<file path="src/rtl/replica_pkg.sv">
// Shared types for the replica-exchange run-time sequencer.
// REPLICA_SEQ_PAUSE_EN adds the HOLD state used by the optional pause input.
package replica_pkg;

    typedef enum logic [1:0] {
        OPT_THRU = 2'd0,
        OPT_OR1  = 2'd1,
        OPT_OR0  = 2'd2,
        OPT_TWO  = 2'd3
    } opt_command_t;

    typedef enum logic [1:0] {
        D_NOP   = 2'd0,
        D_FIRST = 2'd1,
        D_RUN   = 2'd2,
        D_LAST  = 2'd3
    } distance_command_t;

    typedef enum logic [3:0] {
        IDLE,
        INIT,
        OPT,
        DIST,
        METRO,
        REPL,
        EXCH,
        FIN
`ifdef REPLICA_SEQ_PAUSE_EN
        , HOLD
`endif
    } seq_state_t;

    // Phase lengths are at most 15 cycles.
    localparam int PHASE_W = 4;

endpackage

</file>
<file path="src/rtl/replica_seq_phase.sv">
// Loadable phase-length down-counter; tc flags the last cycle of a phase.
module replica_seq_phase
    import replica_pkg::*;
(
    input  logic               clk,
    input  logic               reset,
    input  logic               load,
    input  logic [PHASE_W-1:0] load_value,
    output logic [PHASE_W-1:0] count,
    output logic               tc
);

    always_ff @(posedge clk) begin
        if (reset) begin
            count <= '0;
        end else if (load) begin
            count <= load_value;
        end else if (count != '0) begin
            count <= count - PHASE_W'(1);
        end
    end

    assign tc = (count == '0);

endmodule

</file>
<file path="src/rtl/replica_seq.sv">
// Run-time sequencer: steps the node array through opt/dist/metro/repl/exch per iteration.
// Define REPLICA_SEQ_PAUSE_EN to add the pause input and HOLD state.
module replica_seq
    import replica_pkg::*;
#(
    parameter int DIST_CYCLES = 4,
    parameter int EXCH_CYCLES = 3,
    parameter int ITER_W      = 20
) (
    input  logic                 clk,
    input  logic                 reset,
    input  logic                 start,
    input  logic [ITER_W-1:0]    run_times,
    input  opt_command_t         mode,
    input  logic [16:0]          recip,
`ifdef REPLICA_SEQ_PAUSE_EN
    input  logic                 pause,
`endif
    output logic                 busy,
    output logic                 done,
    output logic                 opt_run,
    output opt_command_t         opt_com,
    output opt_command_t         opt_command,
    output distance_command_t    or_distance_com,
    output distance_command_t    tw_distance_com,
    output logic                 or_metropolis_run,
    output logic                 tw_metropolis_run,
    output logic                 or_replica_run,
    output logic                 tw_replica_run,
    output logic                 or_exchange_run,
    output logic                 tw_exchange_run,
    output logic                 exp_init,
    output logic                 exp_run,
    output logic [16:0]          exp_recip,
    output seq_state_t           fsm_state
);

    // Host handshake: start is accepted only in IDLE; busy rises the next cycle and
    // stays high through the done pulse; a start seen while busy is dropped.
    seq_state_t          state, nxt;
    logic [ITER_W-1:0]   cnt;
    logic                parity;
    logic                phase_load;
    logic [PHASE_W-1:0]  phase_value;
    logic [PHASE_W-1:0]  phase_count;
    logic                phase_tc;
    distance_command_t   dist_next;

    assign phase_load  = (state == OPT) || (state == REPL);
    assign phase_value = (state == OPT) ? PHASE_W'(DIST_CYCLES - 1) : PHASE_W'(EXCH_CYCLES - 1);
    assign fsm_state   = state;

    replica_seq_phase u_phase (
        .clk        (clk),
        .reset      (reset),
        .load       (phase_load),
        .load_value (phase_value),
        .count      (phase_count),
        .tc         (phase_tc)
    );

    always_comb begin
        nxt = state;
        case (state)
            IDLE:  if (start) nxt = INIT;
            INIT:  nxt = (cnt == '0) ? FIN : OPT;
            OPT:   nxt = DIST;
            DIST:  if (phase_tc) nxt = METRO;
            METRO: nxt = REPL;
            REPL:  nxt = EXCH;
            EXCH: begin
                if (phase_tc) begin
`ifdef REPLICA_SEQ_PAUSE_EN
                    if (pause) nxt = HOLD;
                    else
`endif
                    nxt = (cnt == ITER_W'(1)) ? FIN : OPT;
                end
            end
`ifdef REPLICA_SEQ_PAUSE_EN
            // cnt was already decremented when leaving EXCH.
            HOLD:  if (!pause) nxt = (cnt == '0) ? FIN : OPT;
`endif
            FIN:   nxt = IDLE;
            default: nxt = IDLE;
        endcase
    end

    always_comb begin
        dist_next = D_NOP;
        if (nxt == DIST) begin
            if (state != DIST)                   dist_next = D_FIRST;
            else if (phase_count == PHASE_W'(1)) dist_next = D_LAST;
            else                                 dist_next = D_RUN;
        end
    end

    // Outputs are registered from the next state so they line up with the state they belong to.
    always_ff @(posedge clk) begin
        if (reset) begin
            state             <= IDLE;
            cnt               <= '0;
            parity            <= 1'b0;
            busy              <= 1'b0;
            done              <= 1'b0;
            opt_run           <= 1'b0;
            opt_com           <= OPT_THRU;
            opt_command       <= OPT_THRU;
            or_distance_com   <= D_NOP;
            tw_distance_com   <= D_NOP;
            or_metropolis_run <= 1'b0;
            tw_metropolis_run <= 1'b0;
            or_replica_run    <= 1'b0;
            tw_replica_run    <= 1'b0;
            or_exchange_run   <= 1'b0;
            tw_exchange_run   <= 1'b0;
            exp_init          <= 1'b0;
            exp_run           <= 1'b0;
            exp_recip         <= '0;
        end else begin
            state <= nxt;
            if (state == IDLE && start) begin
                cnt       <= run_times;
                opt_com   <= mode;
                exp_recip <= recip;
            end
            if (state == INIT) parity <= 1'b0;
            if (state == EXCH && phase_tc) begin
                cnt    <= cnt - ITER_W'(1);
                parity <= ~parity;
            end
            busy              <= (nxt != IDLE);
            done              <= (nxt == FIN);
            exp_init          <= (nxt == INIT);
            opt_run           <= (nxt == OPT);
            opt_command       <= (nxt == OPT) ? opt_com : OPT_THRU;
            or_distance_com   <= dist_next;
            tw_distance_com   <= dist_next;
            or_metropolis_run <= (nxt == METRO);
            tw_metropolis_run <= (nxt == METRO);
            exp_run           <= (nxt == METRO);
            or_replica_run    <= (nxt == REPL) && !parity;
            tw_replica_run    <= (nxt == REPL) && parity;
            or_exchange_run   <= (nxt == EXCH);
            tw_exchange_run   <= (nxt == EXCH);
        end
    end

endmodule

</file>
<file path="config.mk">
export PLATFORM = sky130hd
export DESIGN_NAME = replica_seq
export DESIGN_NICKNAME = d
export VERILOG_FILES = /design/src/rtl/replica_pkg.sv /design/src/rtl/replica_seq_phase.sv /design/src/rtl/replica_seq.sv
export SDC_FILE = /design/constraint.sdc
export NUM_CORES = 1
export LEC_CHECK = 0
export CAP_MARGIN = 10
export CORE_MARGIN = 4
export CORE_UTILIZATION = 40
export DETAILED_ROUTE_END_ITERATION = 7
export GPL_TIMING_DRIVEN = 0
export MAX_ROUTING_LAYER = met4
export PLACE_DENSITY = 0.74
export SLEW_MARGIN = 0
export SYNTH_ARGS = -nofsm -noshare
export SYNTH_HDL_FRONTEND = slang
export SYNTH_HIERARCHICAL = 1
export SYNTH_SLANG_ARGS = --single-unit
</file>
<file path="constraint.sdc">
create_clock -name clk -period 2.7 [get_ports clk]
set_input_delay 0.27 -clock clk [delete_from_list [all_inputs] [get_ports clk]]
set_output_delay 0.27 -clock clk [all_outputs]
set_load 0.005 [all_outputs]
</file>
==> impl_results.rst, run 1 <==
.. list-table::
   :header-rows: 1

   * - Metric
     - Value
   * - Status
     - finished, final reports clean
   * - Detailed-router iteration count before antenna repair
     - 5
   * - WP data arrival
     - 2810 ps
   * - Cell area after layout
     - 4050 um^2
   * - Row count
     - 30
   * - Share of synthesized area spent on multiplexers
     - around 1.2%
   * - Die height
     - 92.4 um
   * - Slew at the pin closest to its max-slew limit
     - between 800 and 900 ps
   * - CTS Buf Count
     - 9
   * - Part of the power in combinational logic
     - 21.2%
   * - Leak
     - approximately 1.5 nW
   * - Kind of end point of the critical path
     - register
   * - Detailed router's first-iteration violation count
     - 193
   * - CTS tree
     - built
   * - CTS clock-pin slew for the worst setup and hold paths
     - 70 ps
   * - Number of nets in the layout
     - approximately 490
   * - Seq/Total Area, Yosys
     - between 40% and 50%
   * - DP Cell Count
     - 520
   * - Ratio of total power to cell area
     - 623 nW/um^2
   * - Number of antenna violations at the first check in global routing
     - 0
   * - Most common flop cell mapped by yosys
     - sky130_fd_sc_hd__dfxtp_1
   * - Maximum buffer depth of the clock tree
     - 2
   * - Mean Syn Cell Area
     - 8.35 um^2
   * - Xor and xnor area share after synthesis
     - 0.615%
   * - Period minus WS final
     - approximately 2500 ps
   * - Wire per inst
     - 14.7 um
   * - Launch point of the worst reg-to-reg path
     - u_phase/count[0]
   * - Clock latency on the worst-skew pair
     - 350 ps
   * - Critical path data required time
     - just under 3000 ps
   * - Relative area change from synthesis to final layout
     - 42.4%
   * - Internal portion of total power
     - 0.00185 W
   * - Endpoint of the worst setup timing path
     - cnt[19]
   * - Post-synthesis async set-or-reset flop share
     - 0%
   * - Placeable Area
     - 6870 um^2
   * - Maximum achievable frequency
     - 394 MHz
   * - Total net switching power
     - between 0.0006 and 0.0007 W
   * - Number of sinks driven by the clock tree
     - 60
   * - Worst reg2reg path depth
     - 8
   * - Post-Route Setup TNS
     - 0 ps
   * - Worst ir drop on vdd
     - 0.000372 V
   * - Most area-hungry cell type in the Yosys netlist
     - sky130_fd_sc_hd__dfxtp_1
   * - Endpoint of the lowest-slack register-to-register path
     - cnt[19]
   * - Final setup skew
     - ~8.5 ps
   * - Fin crit share
     - about 94%
   * - Wire length after detailed routing
     - 7910 um
   * - Mapped cell area
     - ~2800 um^2
   * - Number of top-level pins
     - 82
   * - Area enclosed by the die boundary
     - roughly 8500 um^2
   * - Total Power Consumption
     - 0.00253 W
   * - Number of synthesized register bits
     - 60
   * - Cell count after synthesis
     - 341
   * - Max-Slew Margin vs Limit
     - 44.7%
   * - Die Span X
     - 92.4 um
   * - Worst slack at placement
     - 77.4 ps
   * - # DRC
     - 0
   * - Via density
     - 5.30
   * - Number of hold violations in the final report
     - 0
   * - Total of fill cells in the finished design
     - 634
   * - Type of the most critical hold path
     - reg -> reg
   * - Cell at the root of the clock tree
     - sky130_fd_sc_hd__clkbuf_8
   * - Final antenna-violating net count
     - 0
   * - Critical path fanouts, max
     - 8
   * - Area share of the largest cell type after synthesis
     - 42.2%
   * - Fraction of the mapped netlist area in adder cells
     - 1.76%
   * - Final GP Congestion
     - 0.867
   * - Proportion of layout cells with a drive suffix above 1
     - 10.1%
   * - ANT cells
     - 0
   * - Post-DP Area
     - 3780 um^2
   * - CP Launch Point
     - u_phase/count[0]
   * - Max Transition Viols Final
     - 0
   * - Max-cap violations
     - 0
   * - First-pass GRT wire length
     - 12,700 um
   * - Number of library cell types mapped by synthesis
     - 62
   * - Switching Fraction
     - 26.9%
   * - Share of total power in the clock network
     - 39.2%
   * - Total congestion overflow
     - 0
   * - Number of cells in the finished layout apart from fillers
     - 540
   * - Yosys Warn Count
     - 6
   * - R2r setup slk
     - roughly 160 ps
   * - Starting density of the core
     - around two fifths
   * - Main combinational cell family by area after synthesis
     - simple AND/OR/NAND/NOR gates
   * - Power share of the sequential group
     - 39.6%
   * - Footprint of the multi-input gates
     - 1510 um^2
   * - PnR worst setup slack
     - 163 ps
   * - Register Area
     - between 1000 and 1500 um^2
   * - Area share of and/or/nand/nor cells after synthesis
     - 30.0%
   * - Largest net degree at the start of global routing
     - 12
   * - Final setup viols
     - 0
   * - Via total after detailed routing
     - 2,861
   * - Global routing usage summed across all routing layers
     - about a fifth
   * - Number of levels in the clock H-tree
     - 3
   * - Vias in the first global route
     - 2,714
   * - Worst Setup Start Kind
     - register
   * - Largest cells by area after synthesis
     - sky130_fd_sc_hd__dfxtp_1, sky130_fd_sc_hd__nand2_1, sky130_fd_sc_hd__a21oi_1, sky130_fd_sc_hd__nor2_1, sky130_fd_sc_hd__nor3_1
   * - Area fraction in compound gates after synthesis
     - 19.0%
   * - Critical path type
     - reg -> reg
   * - Final HPWL DP
     - 5730 um
   * - Number of enable-type register cells in the synthesized netlist
     - 0
   * - Number of buffers added on ports
     - 81
[metal layers]
metal	vias up	GRT usage [%]	wire length, um
li1	1419	-	-
met1	1313	23.1	3390
met2	104	30.5	3790
met3	25	4.22	492
met4	0	10.1	241
met5	-	-	0
[worst min path at each step]
stage	start	end	slack, ps	cells after the start
floorplan	reset	u_phase/count[2]	350	1
global placement	exp_recip[10]	exp_recip[10]	440	2
detailed placement	exp_recip[8]	exp_recip[8]	450	2
CTS	recip[9]	exp_recip[9]	450	3
global route	run_times[3]	cnt[3]	470	3
finish	exp_recip[6]	exp_recip[6]	450	2
[power groups by stage]
| stage | Sequential [W] | Clock [W] | Combinational [W] |
|---|---|---|---|
| final | 0.00100 | 0.000992 | 0.000535 |
| after CTS | 0.00100 | 0.00101 | 0.000482 |
| after global routing | 0.00101 | 0.00104 | 0.000586 |
| after global placement | 0.00102 | 0 | 0.000467 |
| after detailed placement | 0.00102 | 0 | 0.000478 |
| after floorplan | 0.00101 | 0 | 0.000306 |
[Yosys cell counts, types with 2 or more instances]
master and number:
sky130_fd_sc_hd__or3_1 5, sky130_fd_sc_hd__o211ai_1 2, sky130_fd_sc_hd__o22ai_1 2, sky130_fd_sc_hd__a211oi_1 2
sky130_fd_sc_hd__nor4_4 2, sky130_fd_sc_hd__inv_1 7, sky130_fd_sc_hd__nand2_1 56, sky130_fd_sc_hd__buf_2 2
sky130_fd_sc_hd__a41oi_1 3, sky130_fd_sc_hd__nor2b_1 4, sky130_fd_sc_hd__o21bai_1 2, sky130_fd_sc_hd__buf_4 5
sky130_fd_sc_hd__nand2b_1 3, sky130_fd_sc_hd__o211a_1 2, sky130_fd_sc_hd__dfxtp_1 60, sky130_fd_sc_hd__o21ai_0 8
sky130_fd_sc_hd__nand3b_1 5, sky130_fd_sc_hd__a221oi_1 3, sky130_fd_sc_hd__a22oi_1 3, sky130_fd_sc_hd__xnor2_1 2
sky130_fd_sc_hd__o311ai_0 3, sky130_fd_sc_hd__and3b_2 2, sky130_fd_sc_hd__ha_1 4, sky130_fd_sc_hd__conb_1 2
sky130_fd_sc_hd__nor3_1 13, sky130_fd_sc_hd__mux2_2 3, sky130_fd_sc_hd__nor2_1 26, sky130_fd_sc_hd__and2_1 2
sky130_fd_sc_hd__nand3_1 5, sky130_fd_sc_hd__nor4_1 4, sky130_fd_sc_hd__nor4b_1 2, sky130_fd_sc_hd__a31oi_1 5
sky130_fd_sc_hd__nor3_2 2, sky130_fd_sc_hd__clkbuf_1 14, sky130_fd_sc_hd__a21oi_1 41, sky130_fd_sc_hd__or4_1 5
sky130_fd_sc_hd__and3_1 5
[per-stage QoR]
stage	hold slack (ps)	utilization, %
after detailed placement	448	55.1
after CTS	446	58.6
after global routing	473	59.0
after floorplan	349	-
final	454	59.0
after global placement	442	55.1
[flip-flops by register name, indices dropped and copies added, names as in the netlist]
name             flops
busy                 1
or_replica_run       1
exp_init             1
fsm_state            4
tw_distance_com      2
cnt                 20
exp_recip           17
opt_command          2
opt_com              2
tw_replica_run       1
tw_exchange_run      1
exp_run              1
u_phase/count        4
done                 1
parity               1
opt_run              1
[placed cells by master (no fill, tap or decap), types with 5 or more instances in the layout]
cell,n
sky130_fd_sc_hd__clkdlybuf4s50_1,81
sky130_fd_sc_hd__dfxtp_1,60
sky130_fd_sc_hd__nand2_1,56
sky130_fd_sc_hd__a21oi_1,41
sky130_fd_sc_hd__nor2_1,26
sky130_fd_sc_hd__clkbuf_1,15
sky130_fd_sc_hd__nor3_1,13
sky130_fd_sc_hd__buf_4,9
sky130_fd_sc_hd__clkbuf_8,9
sky130_fd_sc_hd__o21ai_0,8
sky130_fd_sc_hd__inv_1,7
sky130_fd_sc_hd__nand3b_1,5
sky130_fd_sc_hd__or3_1,5
sky130_fd_sc_hd__nand3_1,5
sky130_fd_sc_hd__and3_1,5
sky130_fd_sc_hd__a31oi_1,5
sky130_fd_sc_hd__or4_1,5
[what timing repair did]
action,4_1_cts,5_1_grt
setup buffers,0,4
resized for setup,0,0
setup endpoints to repair,0,3
hold buffers,0,0
[critical path: stages, from the launching register on]
cell,delay [ps]
sky130_fd_sc_hd__dfxtp_1,330
sky130_fd_sc_hd__inv_1,90
sky130_fd_sc_hd__ha_1,190
sky130_fd_sc_hd__nor3b_4,360
sky130_fd_sc_hd__and3b_2,300
sky130_fd_sc_hd__nand4_4,150
sky130_fd_sc_hd__or3_4,410
sky130_fd_sc_hd__or4_1,470
sky130_fd_sc_hd__a31oi_1,160
[cell families (layout without fill, tap and decap cells)]
kind of cell / count (synthesis) / in the layout
xor gates and xnor gates: 2 / 2
DFF: 60 / 60
adders and majority gates: 4 / 4
buffers and inverters: 30 / 131
AOI/OAI and AO/OA: 86 / 86
and+or+nand+nor: 154 / 154
muxes: 3 / 3
other: 2 / 4
[cell type report]
| class | count | share of cell area (%) |
|---|---|---|
| Clock inverter | 6 | 2.75 |
| Sequential cell | 60 | 29.6 |
| Inverter | 7 | 0.648 |
| Buffer | 23 | 2.84 |
| Tap cell | 96 | 2.96 |
| Timing Repair Buffer | 85 | 20.7 |
| Multi-Input combinational cell | 253 | 37.3 |
| Clock buffer | 10 | 3.15 |
Power figures use the tool's default switching activity.
==> run 2: changes to the inputs <==
--- a/config.mk
+++ b/config.mk
@@ -10,6 +10,7 @@
 export CORE_UTILIZATION = 40
 export DETAILED_ROUTE_END_ITERATION = 7
 export GPL_TIMING_DRIVEN = 0
+export HOLD_SLACK_MARGIN = 0.12
 export MAX_ROUTING_LAYER = met4
 export PLACE_DENSITY = 0.74
 export SLEW_MARGIN = 0
==> results of run 2 <==
Final layout, timing and power as in run 1 (identical DEF).
